===== src/rtl/win_avg_monitor.sv =====
// Sliding-window moving average over the last 2^LOG2_WIN samples, with a hysteresis threshold flag.
// Define WIN_AVG_PEAK_EN to register the highest valid average on `peak`; otherwise `peak` is tied to 0.
module win_avg_monitor #(
    parameter int DW       = 8,
    parameter int LOG2_WIN = 2,
    parameter int TH_HI    = 100,
    parameter int TH_LO    = 80
) (
    input  logic                clk,
    input  logic                rst_n,
    input  logic                en,
    input  logic [DW-1:0]       din,
    input  logic                clr,
    output logic [DW-1:0]       avg,
    output logic                avg_vld,
    output logic                over,
    output logic [LOG2_WIN:0]   fill_cnt,
    output logic [DW-1:0]       peak
);

    localparam int              WIN     = 1 << LOG2_WIN;
    localparam int              SW      = DW + LOG2_WIN;
    localparam int              CW      = LOG2_WIN + 1;
    localparam logic [CW-1:0]   WIN_CNT = CW'(WIN);
    localparam logic [DW-1:0]   TH_HI_V = DW'(TH_HI);
    localparam logic [DW-1:0]   TH_LO_V = DW'(TH_LO);

    typedef enum logic [1:0] {EMPTY, FILL, RUN} state_t;

    state_t                 state_q, state_nxt;
    logic [DW-1:0]          win_buf [WIN];
    logic [LOG2_WIN-1:0]    wr_ptr;
    logic [SW-1:0]          sum_q, sum_nxt;
    logic [CW-1:0]          fill_q, fill_nxt;
    logic [DW-1:0]          avg_nxt;
    logic                   over_nxt;

    assign fill_cnt = fill_q;

    always_comb begin
        // NOTE: every signal written here gets a value up front, so no path can infer a latch.
        // Modulo-2^SW arithmetic: the intermediate may wrap, but the final sum always fits.
        sum_nxt   = sum_q + SW'(din) - SW'(win_buf[wr_ptr]);
        avg_nxt   = sum_nxt[SW-1:LOG2_WIN];
        fill_nxt  = (state_q == RUN) ? WIN_CNT : fill_q + CW'(1);
        state_nxt = (fill_nxt == WIN_CNT) ? RUN : FILL;
        over_nxt  = over;
        if (avg_nxt >= TH_HI_V) begin
            over_nxt = 1'b1;
        end else if (avg_nxt <= TH_LO_V) begin
            over_nxt = 1'b0;
        end
    end

`ifdef WIN_AVG_PEAK_EN
    logic [DW-1:0] peak_q;
    assign peak = peak_q;
`else
    assign peak = '0;
`endif

    always_ff @(posedge clk or negedge rst_n) begin
        if (!rst_n) begin
            // NOTE: the buffer is reset deliberately; the running sum subtracts the evicted entry, so history must start at zero.
            for (int i = 0; i < WIN; i++) win_buf[i] <= '0;
            wr_ptr  <= '0;
            sum_q   <= '0;
            fill_q  <= '0;
            state_q <= EMPTY;
            avg     <= '0;
            avg_vld <= 1'b0;
            over    <= 1'b0;
`ifdef WIN_AVG_PEAK_EN
            peak_q  <= '0;
`endif
        end else if (clr) begin
            // A simultaneous sample is dropped; avg deliberately keeps its last value.
            for (int i = 0; i < WIN; i++) win_buf[i] <= '0;
            wr_ptr  <= '0;
            sum_q   <= '0;
            fill_q  <= '0;
            state_q <= EMPTY;
            avg_vld <= 1'b0;
            over    <= 1'b0;
`ifdef WIN_AVG_PEAK_EN
            peak_q  <= '0;
`endif
        end else if (en) begin
            win_buf[wr_ptr] <= din;
            wr_ptr          <= wr_ptr + LOG2_WIN'(1);
            sum_q           <= sum_nxt;
            fill_q          <= fill_nxt;
            state_q         <= state_nxt;
            avg_vld         <= (state_nxt == RUN);
            if (state_nxt == RUN) begin
                avg  <= avg_nxt;
                over <= over_nxt;
`ifdef WIN_AVG_PEAK_EN
                if (avg_nxt > peak_q) peak_q <= avg_nxt;
`endif
            end
        end else begin
            avg_vld <= 1'b0;
        end
    end

endmodule


===== config.mk =====
export PLATFORM = sky130hd
export DESIGN_NAME = win_avg_monitor
export DESIGN_NICKNAME = d
export VERILOG_FILES = /design/src/rtl/win_avg_monitor.sv
export SDC_FILE = /design/constraint.sdc
export NUM_CORES = 1
export LEC_CHECK = 0
export CAP_MARGIN = 30
export CORE_ASPECT_RATIO = 0.7
export CORE_MARGIN = 1
export CORE_UTILIZATION = 50
export DETAILED_ROUTE_END_ITERATION = 6
export PLACE_DENSITY = 0.82
export SYNTH_ARGS = -nofsm -noshare
export SYNTH_HDL_FRONTEND = slang
export SYNTH_SLANG_ARGS = --single-unit

===== constraint.sdc =====
create_clock -name clk -period 9.4 [get_ports clk]
set_clock_uncertainty 0.1 [all_clocks]
set_input_delay 2.82 -clock clk [delete_from_list [all_inputs] [get_ports clk]]
set_output_delay 2.82 -clock clk [all_outputs]
set_load 0.01 [all_outputs]

==> impl_metrics.tcl <==
set metrics [dict create \
    drive_above_1_share_pct 10.0 \
    clock_tree.buffer_depth 2 \
    place_area_mm2 0.00371 \
    syn_inst 358 \
    worstSkewPairLatency_ns 0.34 \
    rsz0062_at_grt "false" \
    finalHoldViolCount 0 \
    p_leak_nw 1.79 \
    total_power_mw 1.03 \
    grt_pass1_wl_um 12400 \
    drt_first_pass_iters 5 \
    r2r_setup_slack_ns 5.52 \
    crit_buf_inv 3 \
    cts.sinks 59 \
    peakVddDrop_v 0.000132 \
    powerDensity_mw_per_mm2 261 \
    wl_per_cell_um 15.5 \
    layout_min_cycle_time_ns 5.70 \
    path_depth 12 \
    crit_path_start_kind "input pin" \
    rows 24 \
    drc_errors 0 \
    synth_area_per_cell_um2 9.65 \
    final_nets 410 \
    dieArea_mm2 0.00725 \
    cp_common_cell "inv_1" \
    worstPathMaxFanout 5 \
    synth_cell_types 42 \
    ys_top_cells_by_area "dfrtp_1, a21oi_1, ha_1" \
    clk_pin_slew_worst_paths_ns 0.07 \
    cp_slowest_cell "fa_1" \
    critical_path_class "in -> reg" \
    synth_area_mm2 0.00345 \
    synth_top_area_share_pct 42.7 \
    crit_family "compound AO/OA/AOI/OAI gates" \
    min_path_cells 1 \
    drtIter0Drc 209 \
    crit_chain "clkdlybuf4s50_1 > inv_1 > fa_1 > inv_1 > ha_1 > a21oi_1 > nand4b_1 > a31oi_4 > xor2_2 > a21boi_2 > o21ai_1 > a221oi_2" \
    fin_setup_tns_ns 0 \
    seq_area_frac_synth_pct 42.7 \
    coreArea_mm2 0.00646 \
    end_kind "flop" \
    dp_hpwl_um 4990 \
    tightestPinTransition_ns 0.855 \
    holdBufCountCts 0 \
    vias 2588 \
    status "finished clean" \
    io_pins 33 \
    root_buffer "clkbuf_8" \
    fin_area_mm2 0.00395 \
    die_width_um 101 \
    slew_headroom_pct 42.9 \
    slew_violations 0 \
    place_congestion 0.837 \
    rr_worst_depth 11 \
    fmax_mhz 175 \
    cp.required_ns 9.55 \
    initial_core_util_pct 53.5 \
    setup_violations 0 \
    cts_setup_buffers 0 \
    io_buffers 24 \
    synth-seq-cells 59 \
    tritoncts "built" \
    yosys_warnings 0 \
    die_h_um 71.5 \
    htreeDepth 3 \
    drv_cap 0 \
    grt_start_max_net_pins 61 \
    fin_crit_sh_pct 60.7 \
    finalWirelength_um 7310 \
    grt_pass1_vias 2618 \
    grt_usage_pct 22.6 \
    cts-resized-gates 0 \
    fin_util_pct 61.2 \
    antenna_found_initial 0 \
    diodes 0 \
    final_antenna_net_count 0 \
    hp-class "reg -> reg" \
    overflow 0 \
    via_per_inst 5.49 \
    cts_made_buffers 9 \
    critPathArrivalTime_ns 5.85 \
    crit_path_max_incr_delay_ns 0.60 \
    syn2layout_area_growth_pct 14.4 \
    synth_area_leader_cell "dfrtp_1" \
]
## logic make-up (layout without fill, tap and decap cells)
group           count (synthesis)  in the layout  share of synthesized area (%)
compound gates                 60             60                           11.0
flops                          59             59                           42.7
mux                            25             25                           10.4
xor+xnor                       10             10                           2.75
other cells                     1              8                          0.109
fa+ha+maj                      23             23                           10.1
buf+inv                        66             81                           8.11
simple gates                  114            114                           14.9
## per-layer routing
metal	GRT usage (%)	share of wire, %
met5	0	0
met3	6.83	7.1
met1	31.1	44
met2	35.6	48
met4	4.83	0.52
## path summary, 6_finish.rpt
check                           from           to
hold reg to reg               avg[0]       avg[0]
setup / recovery              din[1]         over
max in group asynchronous      rst_n       avg[6]
setup reg to reg           wr_ptr[0]         over
hold / removal                avg[0]       avg[0]
min in group asynchronous      rst_n  win_buf[25]
## synth_stat cells
master	number
dfrtp_1	59
a21oi_1	41
nand2_1	39
inv_1	38
nand3_1	35
nor2_1	24
clkbuf_1	18
ha_1	15
mux2i_1	11
buf_4	8
fa_1	8
mux4_2	8
a211oi_1	5
xor2_1	5
mux2_1	4
xnor2_1	4
and3_1	3
nand2b_1	3
nor3_1	3
buf_2	2
mux2_2	2
nor2b_1	2
o21bai_1	2
a2111oi_1	1
a21bo_2	1
a21boi_2	1
a21o_1	1
a21oi_2	1
a221oi_2	1
a311oi_2	1
a31oi_1	1
a31oi_4	1
and2_1	1
conb_1	1
nand4b_1	1
nor2b_2	1
nor4_1	1
o21ai_0	1
o21ai_1	1
o31ai_1	1
or2_1	1
xor2_2	1
## where the power goes
group / leakage (nW) / internal [mW] / total [mW] / switching (mW)
Combinational: 0.877 / 0.187 / 0.428 / 0.241
Clock: 0.123 / 0.183 / 0.284 / 0.102
Sequential: 0.789 / 0.292 / 0.317 / 0.0249
Total: 1.79 / 0.662 / 1.03 / 0.368
## registers in the layout, indices dropped and copies added (netlist names)
signal    cells
state_q       2
avg_vld       1
win_buf      32
fill_cnt      3
over          1
sum_q        10
wr_ptr        2
avg           8
## per-stage QoR
stage          hold WS (ns)  std cells  setup slack, ns
2_1_floorplan         0.386        365             4.27
3_3_place_gp          0.377        455             3.52
3_5_place_dp          0.374        455             3.38
4_1_cts               0.390        471             3.70
5_1_grt               0.413        471             3.55
6_report              0.384        471             3.70
## cells in the final DEF (no fill, tap or decap), types with 2 or more instances in the layout
| cell | instances |
|---|---|
| bufinv_16 | 3 |
| conb_1 | 8 |
| o21bai_1 | 2 |
| clkbuf_8 | 10 |
| buf_4 | 3 |
| fa_1 | 8 |
| mux2_1 | 4 |
| nand2b_1 | 3 |
| and3_1 | 3 |
| nand3_1 | 35 |
| clkdlybuf4s50_1 | 22 |
| nand2_1 | 39 |
| inv_1 | 38 |
| dfrtp_1 | 59 |
| xor2_1 | 5 |
| nor2b_1 | 2 |
| mux2i_1 | 11 |
| a211oi_1 | 5 |
| nor3_1 | 3 |
| mux2_2 | 2 |
| ha_1 | 15 |
| nor2_1 | 24 |
| mux4_2 | 8 |
| xnor2_1 | 4 |
| a21oi_1 | 41 |
| clkinv_2 | 2 |
| buf_2 | 2 |
## worst register-to-register path, delay by kind of cell (launching register included)
kind	cells	cell delay [ns]
simple gates	1	0.29
xor+xnor	1	0.25
buf+inv	1	0.07
mux	1	0.61
compound gates	5	0.89
fa+ha+maj	2	0.84
flops	1	0.76
## cell type report
class / count / area (um2)
Clock buffer: 11 / 141
Clock inverter: 5 / 100
Fill cell: 511 / 2500
Inverter: 38 / 143
Multi-Input combinational cell: 240 / 1720
Sequential cell: 59 / 1480
Tap cell: 91 / 114
Timing Repair Buffer: 27 / 253
Note: power is estimated with default switching activity, not from simulation.
